## config.mk

```make
export PLATFORM = sky130hd
export DESIGN_NAME = cpu_int_ctrl
export DESIGN_NICKNAME = d
export VERILOG_FILES = /design/src/rtl/cpu_int_ctrl.sv
export SDC_FILE = /design/constraint.sdc
export NUM_CORES = 1
export LEC_CHECK = 0
export CAP_MARGIN = 5
export CORE_ASPECT_RATIO = 1.5
export CORE_UTILIZATION = 38
export DETAILED_ROUTE_END_ITERATION = 6
export GPL_TIMING_DRIVEN = 0
export PLACE_DENSITY_LB_ADDON = 0.15
export SLEW_MARGIN = 10
export SYNTH_ARGS = -nofsm -noshare
export SYNTH_HDL_FRONTEND = slang
export SYNTH_SLANG_ARGS = --single-unit
```

## constraint.sdc

```tcl
create_clock -name clk -period 1.4 [get_ports clk]
set_clock_uncertainty 0.15 [all_clocks]
set_input_delay 0.28 -clock clk [delete_from_list [all_inputs] [get_ports clk]]
set_output_delay 0.28 -clock clk [all_outputs]
set_load 0.03 [all_outputs]
```

## src/rtl/cpu_int_ctrl.sv

```systemverilog
// 6502 interrupt controller: RESET/NMI/IRQ detection, arbitration and the 7-step service sequence.
// Optional NMI hijack of IRQ/BRK services is enabled by defining NMI_HIJACK_EN.
module cpu_int_ctrl #(
  parameter logic [15:0] VEC_NMI     = 16'hFFFA,
  parameter logic [15:0] VEC_RST     = 16'hFFFC,
  parameter logic [15:0] VEC_IRQ     = 16'hFFFE,
  parameter int unsigned HIJACK_STEP = 3
) (
  input  logic        clk,
  input  logic        reset,
  input  logic        cpu_ce,
  input  logic        nmi_n,
  input  logic        irq_n,
  input  logic        i_flag,
  input  logic        poll,
  input  logic        brk,
  input  logic        int_ack,
  output logic        int_pending,
  output logic [1:0]  int_kind,
  output logic        busy,
  output logic [2:0]  step,
  output logic [15:0] vector_addr,
  output logic        push_b,
  output logic        push_en,
  output logic        set_i
);

  typedef enum logic {IDLE, SERVICE} state_t;
  typedef enum logic [1:0] {
    KIND_NONE = 2'd0,
    KIND_NMI  = 2'd1,
    KIND_IRQ  = 2'd2,
    KIND_RST  = 2'd3
  } kind_t;

  state_t      state_q, state_d;
  logic [2:0]  step_q, step_d;
  kind_t       svc_kind_q, svc_kind_d, pend_kind;
  logic        push_b_q, push_b_d;
  logic [15:0] vec_q;
  logic        rst_latched, nmi_latched, nmi_prev, irq_latched;
  logic        nmi_set, svc_done, in_window;

  function automatic logic [15:0] kind_vec(input kind_t k);
    case (k)
      KIND_NMI: kind_vec = VEC_NMI;
      KIND_RST: kind_vec = VEC_RST;
      default:  kind_vec = VEC_IRQ;
    endcase
  endfunction

  assign nmi_set   = cpu_ce & nmi_prev & ~nmi_n;
  assign in_window = 32'(step_q) < HIJACK_STEP;

  always_comb begin
    if (rst_latched)      pend_kind = KIND_RST;
    else if (nmi_latched) pend_kind = KIND_NMI;
    else if (irq_latched) pend_kind = KIND_IRQ;
    else                  pend_kind = KIND_NONE;
  end

  // NOTE: every signal written here gets a default first, so no path leaves it unassigned (no latch).
  always_comb begin
    state_d    = state_q;
    step_d     = step_q;
    svc_kind_d = svc_kind_q;
    push_b_d   = push_b_q;
    svc_done   = 1'b0;
    case (state_q)
      IDLE: begin
        // Ack/BRK see the latches as they stand before any same-cycle poll update.
        if (cpu_ce && (brk || (int_ack && pend_kind != KIND_NONE))) begin
          state_d = SERVICE;
          step_d  = 3'd0;
          if (pend_kind == KIND_NONE) begin
            svc_kind_d = KIND_IRQ;
            push_b_d   = 1'b1;
          end else begin
            svc_kind_d = pend_kind;
            push_b_d   = 1'b0;
          end
        end
      end
      SERVICE: begin
        if (cpu_ce) begin
`ifdef NMI_HIJACK_EN
          if (svc_kind_q == KIND_IRQ && in_window && (nmi_latched || nmi_set))
            svc_kind_d = KIND_NMI;
`endif
          if (step_q == 3'd6) begin
            svc_done = 1'b1;
            state_d  = IDLE;
            step_d   = 3'd0;
          end else begin
            step_d = step_q + 3'd1;
          end
        end
      end
      default: state_d = IDLE;
    endcase
  end

  // NOTE: sequential state uses non-blocking assignments so all flops update from pre-edge values.
  always_ff @(posedge clk or negedge reset) begin
    if (!reset) begin
      state_q    <= IDLE;
      step_q     <= 3'd0;
      svc_kind_q <= KIND_NONE;
      push_b_q   <= 1'b0;
      vec_q      <= VEC_RST;
    end else begin
      state_q    <= state_d;
      step_q     <= step_d;
      svc_kind_q <= svc_kind_d;
      push_b_q   <= push_b_d;
      // The vector tracks the taken kind until the freeze step, then holds.
      if (state_q == IDLE || in_window)
        vec_q <= kind_vec(svc_kind_d);
    end
  end

  always_ff @(posedge clk or negedge reset) begin
    if (!reset) begin
      rst_latched <= 1'b1;
      nmi_latched <= 1'b0;
      nmi_prev    <= 1'b1;
      irq_latched <= 1'b0;
    end else if (cpu_ce) begin
      nmi_prev <= nmi_n;
      // A fresh NMI edge beats the completion clear.
      if (nmi_set)
        nmi_latched <= 1'b1;
      else if (svc_done && svc_kind_q == KIND_NMI)
        nmi_latched <= 1'b0;
      if (svc_done && svc_kind_q == KIND_RST)
        rst_latched <= 1'b0;
      if (poll)
        irq_latched <= ~irq_n & ~i_flag;
      else if (svc_done && svc_kind_q == KIND_IRQ)
        irq_latched <= 1'b0;
    end
  end

  assign busy        = (state_q == SERVICE);
  assign step        = step_q;
  assign int_pending = rst_latched | nmi_latched | irq_latched;
  assign int_kind    = busy ? svc_kind_q : pend_kind;
  assign vector_addr = busy ? vec_q : kind_vec(pend_kind);
  assign push_b      = busy & push_b_q;
  assign push_en     = busy & (svc_kind_q != KIND_RST);
  assign set_i       = svc_done;

endmodule
```

# Word level (Yosys, flattened, before mapping)
# Index checks and enable logic that the tools add are counted.
# totals
ff_bits,27
output_inout_bits,26
input_bits,9
word_cells,75
# classes
magnitude_cmp,1
eq_ne,11
reduce_logical,16
n_mux,26
bitwise,11
n_addsub,1
# op_table
operator,count
$pmux W3 S2,3
$mux W16,1
$mux W2,7
$mux W1,11
$reduce_and A2 Y1,5
$mux W3,3
$eq A2 B2 Y1 const B,4
$eq A2 B1 Y1 const B,3
$ne A2 B2 Y1 const B,3
$reduce_bool A2 Y1,3
$and A1 B1 Y1,5
$logic_and A1 B1 Y1,5
$not A1 Y1,4
$add A3 B1 Y3 const B,1
$eq A3 B3 Y1 const B,1
$lt A3 B2 Y1 const B,1
$logic_not A2 Y1,1
$logic_or A1 B1 Y1,2
$or A1 B1 Y1,2
$pmux W1 S2,1

# Logic depth before layout (Yosys ltp)
# logic_depth
word_depth,11
ltp_mapped,4

# Least setup slack after synthesis
# Ideal clock, no wire load.
# synth_path
path_type,flip-flop to output port
start,reg state_q (netlist: busy)
end,out vector_addr[1]
n_path_buf,1
t_required_ps,970
arrival_ps,1449
stages_incl_launch_ff,3
slack_ps,-479
cell_sequence,dfrtp_1 buf_6 o21ai_0
# synth_via
elab_chain_cells,1
# synth_lines
element,line,source
start: declaration,36,"state_t state_q, state_d;"
start signal: assignment,112,state_q <= state_d;
$mux W16,148,assign vector_addr = busy ? vec_q : kind_vec(pend_kind);
end: declaration,22,"output logic [15:0] vector_addr,"
# No other way between the ends.

==> impl_metrics.csv <==
group,metric,value,unit
status,status,"complete, but fails checks",
status,violations,"negative setup slack",
sta,setup_viol,19,
floorplanning,die_width,41.6,um
global_routing,grt-ovfl-total,0,
clocking,cts.sinks,13,
placed_design,dp.cells,150,
clocking,cts_made_buffers,3,
synthesis,ys_types,35,
global_routing,grt_pass1_vias,756,
floorplanning,rows,21,
setup_path,crit_chain,"buf_4 -> buf_6 -> o31a_4 -> o21bai_4 -> mux2i_1",
routing,drc_errors,0,
sta,drv_slew,0,
worst_hold_path,hold_path_class,"in2async",
placed_design,gp_congestion,0.804,
routing,drtIter0Drc,19,
sta,min_period,1.72,ns
synthesis,yosys-top-cells-area,"dfrtp_1 28%, buf_4 12%, dfstp_2 8.8%, inv_1 3.8%, a21oi_1 3.4%",
setup_path,cp-start-kind,"flop",
placed_design,dpl_worst_slack,-1.11,ns
setup_path,crit_slowest_cell,"dfstp_2",
clocking,cts_buffer_depth,2,
routing,wirelength,2250,um
placed_design,io_buffers,20,
routing,viasPerCell,4.95,
floorplanning,die_area,0.00256,sq mm
setup_path,worstPathArrival,1.79,ns
floorplanning,initial_core_util,40.1,%
synthesis,syn_area,896,sq um
sta,hold_viol,0,
global_routing,grt_max_degree,14,
cells_and_area,drive_above_1_share,56.2,%
synthesis,avgSynthCellArea,9.43,sq um
sta,final.setup.worst_slack,-0.324,ns
power_and_ir_drop,pwr-share-comb,66.3,%
sta,slew_headroom,58.5,%
sta,fin_crit_sh,123,%
power_and_ir_drop,internal-power,1.65,mW
routing,drtAntennaViolNets,0,
run,max-cap-violations,0,
synthesis,ys_top_cells_by_count,"14 x buf_4, 10 x dfrtp_1, 9 x inv_1",
floorplanning,core,0.00223,sq mm
cells_and_area,antennaDiodeCount,0,
power_and_ir_drop,cellLeakagePower,0.691,nW
synthesis,synth_seq_cells,13,
setup_path,critical_path.max_stage_delay,0.43,ns
setup_path,crit_path_start,"rst_latched",
setup_path,r2r-start,"rst_latched",
power_and_ir_drop,cellPowerDensity,2020,mW/mm^2
clocking,clk_pin_slew,0.08,ns
synthesis,synth.top_cell.area_share,27.9,%
global_routing,grt_pass1_wl,3410,um
clocking,cts-htree-levels,1,
routing,vias,837,
synthesis,synth_most_common_cell,"buf_4",
clocking,clk_latency,0.28,ns
cells_and_area,fin_cells,169,
power_and_ir_drop,p_sw_share,45.3,%
sta,rsz0062_at_grt,"yes",
clocking,tritoncts,"yes",
global_routing,grt_use_total,17.9,%
power_and_ir_drop,p_seq_share,25.6,%
power_and_ir_drop,power.share.clock,8.1,%
synthesis,async_flop_share,100,%
cells_and_area,finalNetCount,156,
sta,fmaxAchievable,0.580,GHz
power_and_ir_drop,power_switching,1.37,mW
power_and_ir_drop,peakVddDrop,879,uV
setup_path,crit_type,"reg2reg",
setup_path,cp-end-kind,"flop",
clocking,root_buffer,"clkbuf_4",
synthesis,synthCells,95,
synthesis,yosysWarnings,0,
synthesis,synth_seq_area_share,36.7,%
cells_and_area,syn_to_final_growth,67.0,%
routing,wl_per_cell,13.3,um
floorplanning,ios,35,
placed_design,dpl.hpwl,1520,um
synthesis,synth_edf_count,0,
floorplanning,fp.dieH,61.5,um
setup_path,cp.required,1.46,ns
global_routing,antenna_found_initial,0,
sta,worst_pin_slew,0.621,ns
setup_path,crit_fanout,7,
clocking,cts_hold_buf,0,
synthesis,yosysTopAreaCell,"dfrtp_1",
routing,first_pass_iters,4,
synthesis,ys.flop_type,"dfrtp_1",
state kept, by name, summed over array words and instances, names as in the netlist, named ones only:
register	count
busy	1
svc_kind_q	1
vec_q	2
step	3
push_b_q	1
nmi_latched	1
nmi_prev	1
rst_latched	1
irq_latched	1
cell type report:
cell class | instances | area (sq um)
Timing Repair Buffer | 35 | 348
Clock buffer | 4 | 26.3
Buffer | 16 | 139
Tap cell | 23 | 28.8
Fill cell | 185 | 737
Sequential cell | 13 | 337
Inverter | 10 | 50.0
Multi-Input combinational cell | 68 | 568
layer usage:
layer	share of wire (%)	GRT usage [%]	vias to the layer above
li1	-	-	409
met1	41	20.0	402
met2	54	33.5	22
met3	3.2	1.76	4
met4	1.8	10.1	0
met5	0	0	-
cells by family (layout without fill, tap and decap cells):
logic type / after synthesis / count (layout) / synth area share [%]
other: 2 / 14 / 0.838
muxes: 2 / 2 / 2.37
and+or+nand+nor: 22 / 22 / 14.4
DFF: 13 / 13 / 36.7
AOI/OAI and AO/OA: 30 / 30 / 27.0
buffers and inverters: 26 / 65 / 18.7
worst max-delay path, delay by kind of cell, from the launching register on:
kind | cells | cell delay [ns]
flops | 1 | 0.43
mux | 1 | 0.20
buf+inv | 2 | 0.26
compound gates | 2 | 0.61
layout by cell type, fill, tap and decap left out, types with 3 or more instances in the layout:
cell             count
nand2_1              4
a21oi_4              3
buf_6               14
dfrtp_1              4
a211oi_1             3
inv_1                7
buf_4               24
dfrtp_2              6
a21o_1               3
clkbuf_4             4
clkdlybuf4s50_1      6
conb_1              14
dfstp_2              3
power groups by stage:
| stage | Combinational [mW] | Clock, mW | Sequential (mW) |
|---|---|---|---|
| floorplan | 1.01 | 0 | 0.859 |
| global placement | 1.51 | 0 | 0.808 |
| detailed placement | 1.52 | 0 | 0.811 |
| CTS | 1.82 | 0.245 | 0.755 |
| global route | 2.12 | 0.261 | 0.803 |
| finish | 2.01 | 0.245 | 0.773 |
path summary, 6_finish.rpt:
kind,end,slack (ns),cells past startpoint
worst max-delay path,flop,-0.32,5
worst max register to register,flop,-0.32,5
max in group asynchronous,step[1],0.44,1
min in group clk,push_b_q,0.34,1
worst min-delay path,step[0],0.23,1
worst min register to register,push_b_q,0.34,1
through the flow:
stage	utilization (%)	total power, mW	instance area, sq um	setup TNS [ns]	hold WS, ns
final	67.0	3.03	1500	-4.84	0.229
after detailed placement	56.9	2.33	1270	-9.25	0.312
after global routing	67.0	3.18	1500	-5.57	0.283
after global placement	56.9	2.31	1270	-8.99	0.305
after CTS	62.9	2.82	1400	-3.81	0.252
after floorplan	-	1.87	1040	-0.268	-0.166
what timing repair did:
item | CTS | global route
resized for setup | 88 | 14
pin swaps | 8 | 7
setup buffers | 11 | 5
endpoints found under the setup margin | 24 | 22
cloned | 0 | 1
No activity file was read; power rests on OpenSTA's default activity.
==> RTL change 1, RTL diff (same flow settings) <==
Add a define of `NMI_HIJACK_EN`.
--- a/src/rtl/cpu_int_ctrl.sv
+++ b/src/rtl/cpu_int_ctrl.sv
@@ -1,4 +1,6 @@
 // 6502 interrupt controller: RESET/NMI/IRQ detection, arbitration and the 7-step service sequence.
 // Optional NMI hijack of IRQ/BRK services is enabled by defining NMI_HIJACK_EN.
+`define NMI_HIJACK_EN
+
 module cpu_int_ctrl #(
   parameter logic [15:0] VEC_NMI     = 16'hFFFA,
Behaviour: no difference found for any inputs over 10 cycles, from zero or initial values and one cycle with reset low; that may be too few to reach the edited logic, so the function may still have changed.
==> RTL change 1 against the original RTL <==
- the flow still finishes with violations (negative setup slack)
- via count increased by 7.0%
- clock power decreased by 6%
- sequential cell count is the same
- final area is 1.9% higher
- routed wire length increased by 8.9%
- global-route usage grew 2.8 points
- core utilization is 6.4 points higher
- combinational power fell by 42%
- worst setup slack got worse by 37 ps
- synthesized area is 3.4% lower
- total power decreased by 33%
- die area shrank 3.2%
- cell count grew 3.6%
- critical path depth fell by 2
- largest power group unchanged
==> RTL change 1: results (changes against the original RTL) <==
.. list-table::
   :header-rows: 1

   * - Metric
     - Value
   * - Static leakage
     - 0.694 nW (+0.44%)
   * - GR Util met3
     - 0.0220 (+0.00438)
   * - Share of cells above drive strength 1
     - 0.601 (+0.0397)
   * - Final setup margin
     - -361 ps (-36.6 ps)
   * - Number of gates resized after cts
     - 118 (+34%)
   * - Number of setup buffers added after CTS
     - 14 (+3)
   * - List of most frequent post-synthesis cells
     - 14 x sky130_fd_sc_hd__buf_4, 10 x sky130_fd_sc_hd__dfrtp_1, 7 x sky130_fd_sc_hd__nand2_1, 7 x sky130_fd_sc_hd__nor2_1
   * - Worst r2r src
     - nmi_latched$_DFFE_PN0P_
   * - Wire length on met2
     - 1.36 mm (+12%)
   * - Number of global-route vias before repair
     - 836 (+11%)
   * - Violated checks
     - negative setup slack
   * - Tot GR Track Use
     - 0.207 (+0.0276)
   * - Total vias in the final route
     - 896 (+7.0%)
   * - Buffers added on ports
     - 19 (-5.0%)
   * - Violation count after the first detailed-routing iteration
     - 15 (-4)
   * - Hold/Removal Path Class
     - input port to flip-flop
   * - Final GP Congestion
     - 0.770 (-4.2%)
   * - First-pass GRT wire length
     - 3.48 mm (+2.2%)
   * - Final hold slack
     - 175 ps (-53.4 ps)
   * - Final setup violation count
     - 20 (+1)
   * - Highest fanout seen on the critical path
     - 5 (-2)
   * - Portion of the post-synthesis area used by sequential elements
     - 0.380 (+0.0127)
   * - Status
     - finished, violations left
   * - Slowest cell delay on critical path
     - 620 ps (+190 ps)
   * - Maximum level of the CTS H-tree
     - 1 (unchanged)
   * - Count of distinct cell types in the synthesized netlist
     - 39 (+11%)
   * - Global Route met2 Usage
     - 0.395 (+0.0603)
   * - Met3 wire length
     - 116 um (+59%)
   * - Maximum vdd ir drop
     - 0.000865 V (-1.6%)
   * - Synth top area cells
     - sky130_fd_sc_hd__dfrtp_1 29%, sky130_fd_sc_hd__buf_4 12%, sky130_fd_sc_hd__dfstp_2 9.1%
   * - Critical path data arrival time
     - 1330 ps (-460 ps)
   * - Final nets
     - 163 (+4.5%)
   * - Wire per inst
     - 14.0 um (+5.2%)
-- RTL change 1: area by class of cell --
class                   instances  area (um2)
fillers                       138         552
clock buffers                   4        26.3
plain buffers                  16         131
well taps                      22        27.5
multi-input cells              74         569
inverters                       5        23.8
repair buffers                 41         409
flip-flops and latches         13         338
-- RTL change 1: critical path, delay by kind of cell, from the launching register on --
family / cells / cell delay [ps]
simple gates: 1 / 110
compound gates: 1 / 170
flops: 1 / 620
buf+inv: 1 / 160
-- RTL change 1: cell families (layout without fill, tap and decap cells) --
logic type,Yosys count,count (layout),share of synthesized area
and+or+nand+nor,29,29,0.172
other,2,14,0.00867
DFF,13,13,0.380
buffers and inverters,21,66,0.172
muxes,1,1,0.0130
AOI/OAI and AO/OA,30,30,0.254
-- RTL change 1: worst max path at each step --
stage | slack, ps | cells after the start | end
6_report | -360 | 3 | vector_addr[1]
2_1_floorplan | -210 | 4 | vec_q[2]$_DFFE_PN1P_
4_1_cts | -350 | 4 | int_kind[1]
3_3_place_gp | -590 | 2 | int_pending
3_5_place_dp | -590 | 2 | int_pending
5_1_grt | -420 | 4 | int_kind[1]
-- RTL change 1: stage by stage --
| step | worst slack [ps] | power, mW | cell area [um2] | setup TNS, ps | cells |
|---|---|---|---|---|---|
| 2_1_floorplan | -211 | 1.18 | 955 | -1610 | 108 |
| 3_3_place_gp | -589 | 1.44 | 1170 | -8590 | 149 |
| 3_5_place_dp | -588 | 1.45 | 1170 | -8690 | 149 |
| 4_1_cts | -346 | 1.94 | 1430 | -3950 | 167 |
| 5_1_grt | -418 | 2.17 | 1530 | -5480 | 175 |
| 6_report | -361 | 2.04 | 1530 | -4490 | 175 |
-- RTL change 1: where the power goes --
group          internal (mW)  switching, mW  total, mW
logic                  0.599          0.573       1.17
clock network          0.110          0.120      0.230
registers              0.486          0.153      0.639
==> RTL change 2, RTL diff (same settings) <==
Without the edit above. Make the reset (`reset`) synchronous in 2 clocked blocks.
--- a/src/rtl/cpu_int_ctrl.sv
+++ b/src/rtl/cpu_int_ctrl.sv
@@ -102,5 +102,5 @@
 
   // NOTE: sequential state uses non-blocking assignments so all flops update from pre-edge values.
-  always_ff @(posedge clk or negedge reset) begin
+  always_ff @(posedge clk) begin
     if (!reset) begin
       state_q    <= IDLE;
@@ -120,5 +120,5 @@
   end
 
-  always_ff @(posedge clk or negedge reset) begin
+  always_ff @(posedge clk) begin
     if (!reset) begin
       rst_latched <= 1'b1;
Check against the original RTL: differs if reset is asserted again (counterexample within 4 cycles, from zero or initial values and one cycle with reset low); with reset held inactive, the same outputs for 10 cycles.
==> RTL change 2 against the original RTL <==
- the flow still finishes with violations (negative setup slack)
- routed wire length increased by 21%
- register-to-register slack improved by 140 ps
- final area increased by 2.9%
- synthesized cell count increased by 15%
- sequential cell count unchanged
- synthesized area unchanged
- worst setup slack got worse by 6.8 ps
Power is left out: it rests on default switching activity, and per cell area and clock period it moved more than threefold.
==> RTL change 2: results (changes against the original RTL) <==
.. list-table::
   :header-rows: 1

   * - Metric
     - Value
   * - Final GP Congestion
     - 0.908 (+13%)
   * - Worst reg2reg setup slack
     - -180 ps (+140 ps)
   * - Tot GR Track Use
     - 0.209 (+0.0300)
   * - Buffers added on ports
     - 19 (-5.0%)
   * - Portion of the post-synthesis area used by sequential elements
     - 0.291 (-0.0768)
   * - First-pass GRT wire length
     - 4.06 mm (+19%)
   * - List of most frequent post-synthesis cells
     - 14 x sky130_fd_sc_hd__buf_4, 13 x sky130_fd_sc_hd__dfxtp_1, 10 x sky130_fd_sc_hd__a21oi_1
   * - Status
     - finished, violations left
   * - Post-synth top flop
     - sky130_fd_sc_hd__dfxtp_1
   * - First-pass detailed-route iteration total
     - 4 (unchanged)
   * - Post-Route Setup TNS
     - -2640 ps (+2190 ps)
   * - Warnings, synthesis
     - 0 (unchanged)
   * - Maximum level of the CTS H-tree
     - 1 (unchanged)
   * - Wire per inst
     - 15.3 um (+15%)
   * - Routed wire length
     - 2.72 mm (+21%)
   * - Number of global-route vias before repair
     - 918 (+21%)
   * - Total vias in the final route
     - 963 (+15%)
   * - Violated checks
     - negative setup slack
   * - Post-Place Cells
     - 163 (+8.7%)
   * - Final setup violation count
     - 17 (-2)
   * - Number of antenna-violating nets in the routed design
     - 0 (unchanged)
   * - Largest net degree at the start of global routing
     - 11 (-3)
   * - Post-synthesis cell count
     - 109 (+15%)
   * - Highest fanout seen on the critical path
     - 6 (-1)
   * - Hold/Removal Path Class
     - input port to flip-flop
   * - Min-Delay Endpoint
     - nmi_prev$_SDFFE_PN1P_
   * - Final-layout fill cell count
     - 163 (-12%)
   * - Violation count after the first detailed-routing iteration
     - 26 (+7)
   * - Number of cell instances on the worst register-to-register path
     - 3 (-2)
   * - Worst r2r src
     - nmi_latched$_SDFFE_PN0P_
   * - TritonCTS buffer count
     - 3 (unchanged)
   * - Share of cells above drive strength 1
     - 0.535 (-0.0262)
   * - Final HPWL from detailed placement
     - 1.63 mm (+7.2%)
   * - Cells on Worst Hold Path
     - 3
   * - Final nets
     - 165 (+5.8%)
   * - Count of distinct cell types in the synthesized netlist
     - 38 (+8.6%)
   * - Synth top area cells
     - sky130_fd_sc_hd__dfxtp_1 29%, sky130_fd_sc_hd__buf_4 12%, sky130_fd_sc_hd__a21oi_1 5.6%
   * - Asr flop ratio synth
     - 0 (-1.00)
   * - Critical path data arrival time
     - 1300 ps (-490 ps)
   * - Final setup margin
     - -331 ps (-6.79 ps)
RTL change 2: metal layers:
layer	part of all wire	vias to the layer above	global-route usage
met5	0	-	0
met4	0.030	0	0.124
met3	0.049	11	0.0235
met2	0.54	47	0.379
met1	0.39	444	0.238
li1	-	461	-
RTL change 2: area by class of cell:
class                           instances  area (um2)  area share
Timing Repair Buffer                   31         315       0.205
Buffer                                 20         179       0.116
Clock buffer                            4        26.3      0.0171
Multi-Input combinational cell         80         684       0.444
Inverter                                7        27.5      0.0179
Tap cell                               23        28.8      0.0187
Sequential cell                        13         279       0.181
RTL change 2: worst max path at each step:
stage / from / endpoint
3_3_place_gp: busy$_SDFF_PN0_ / set_i
6_report: busy$_SDFF_PN0_ / vector_addr[2]
5_1_grt: busy$_SDFF_PN0_ / set_i
4_1_cts: busy$_SDFF_PN0_ / vector_addr[2]
2_1_floorplan: nmi_latched$_SDFFE_PN0P_ / push_b_q$_SDFFE_PN0P_
3_5_place_dp: busy$_SDFF_PN0_ / set_i
RTL change 2: repair_timing:
| item | in CTS | in global routing |
|---|---|---|
| resized for setup | 100 | 24 |
| endpoints found under the setup margin | 24 | 22 |
| gates cloned | 1 | 0 |
| buffers inserted | 10 | 1 |
| pin swaps | 7 | 8 |
RTL change 2: metrics by stage:
step | setup WS (ps) | hold WS, ps | util | instance area (um2)
global route | -381 | 223 | 0.690 | 1540
finish | -331 | 169 | 0.690 | 1540
detailed placement | -642 | 304 | 0.546 | 1220
global placement | -629 | 295 | 0.546 | 1220
floorplan | -132 | 192 | - | 1000
CTS | -308 | 179 | 0.650 | 1450
RTL change 2: critical path: stages, from the launching register on:
cell	delay, ps
sky130_fd_sc_hd__dfxtp_4	360
sky130_fd_sc_hd__buf_8	130
sky130_fd_sc_hd__buf_8	130
sky130_fd_sc_hd__o31a_1	250
sky130_fd_sc_hd__buf_6	140
RTL change 2: logic make-up after synthesis:
kind of cell / count (synthesis) / share of synthesized area
DFF: 13 / 0.291
AOI/OAI and AO/OA: 35 / 0.265
other: 2 / 0.00838
buffers and inverters: 28 / 0.204
and+or+nand+nor: 31 / 0.232
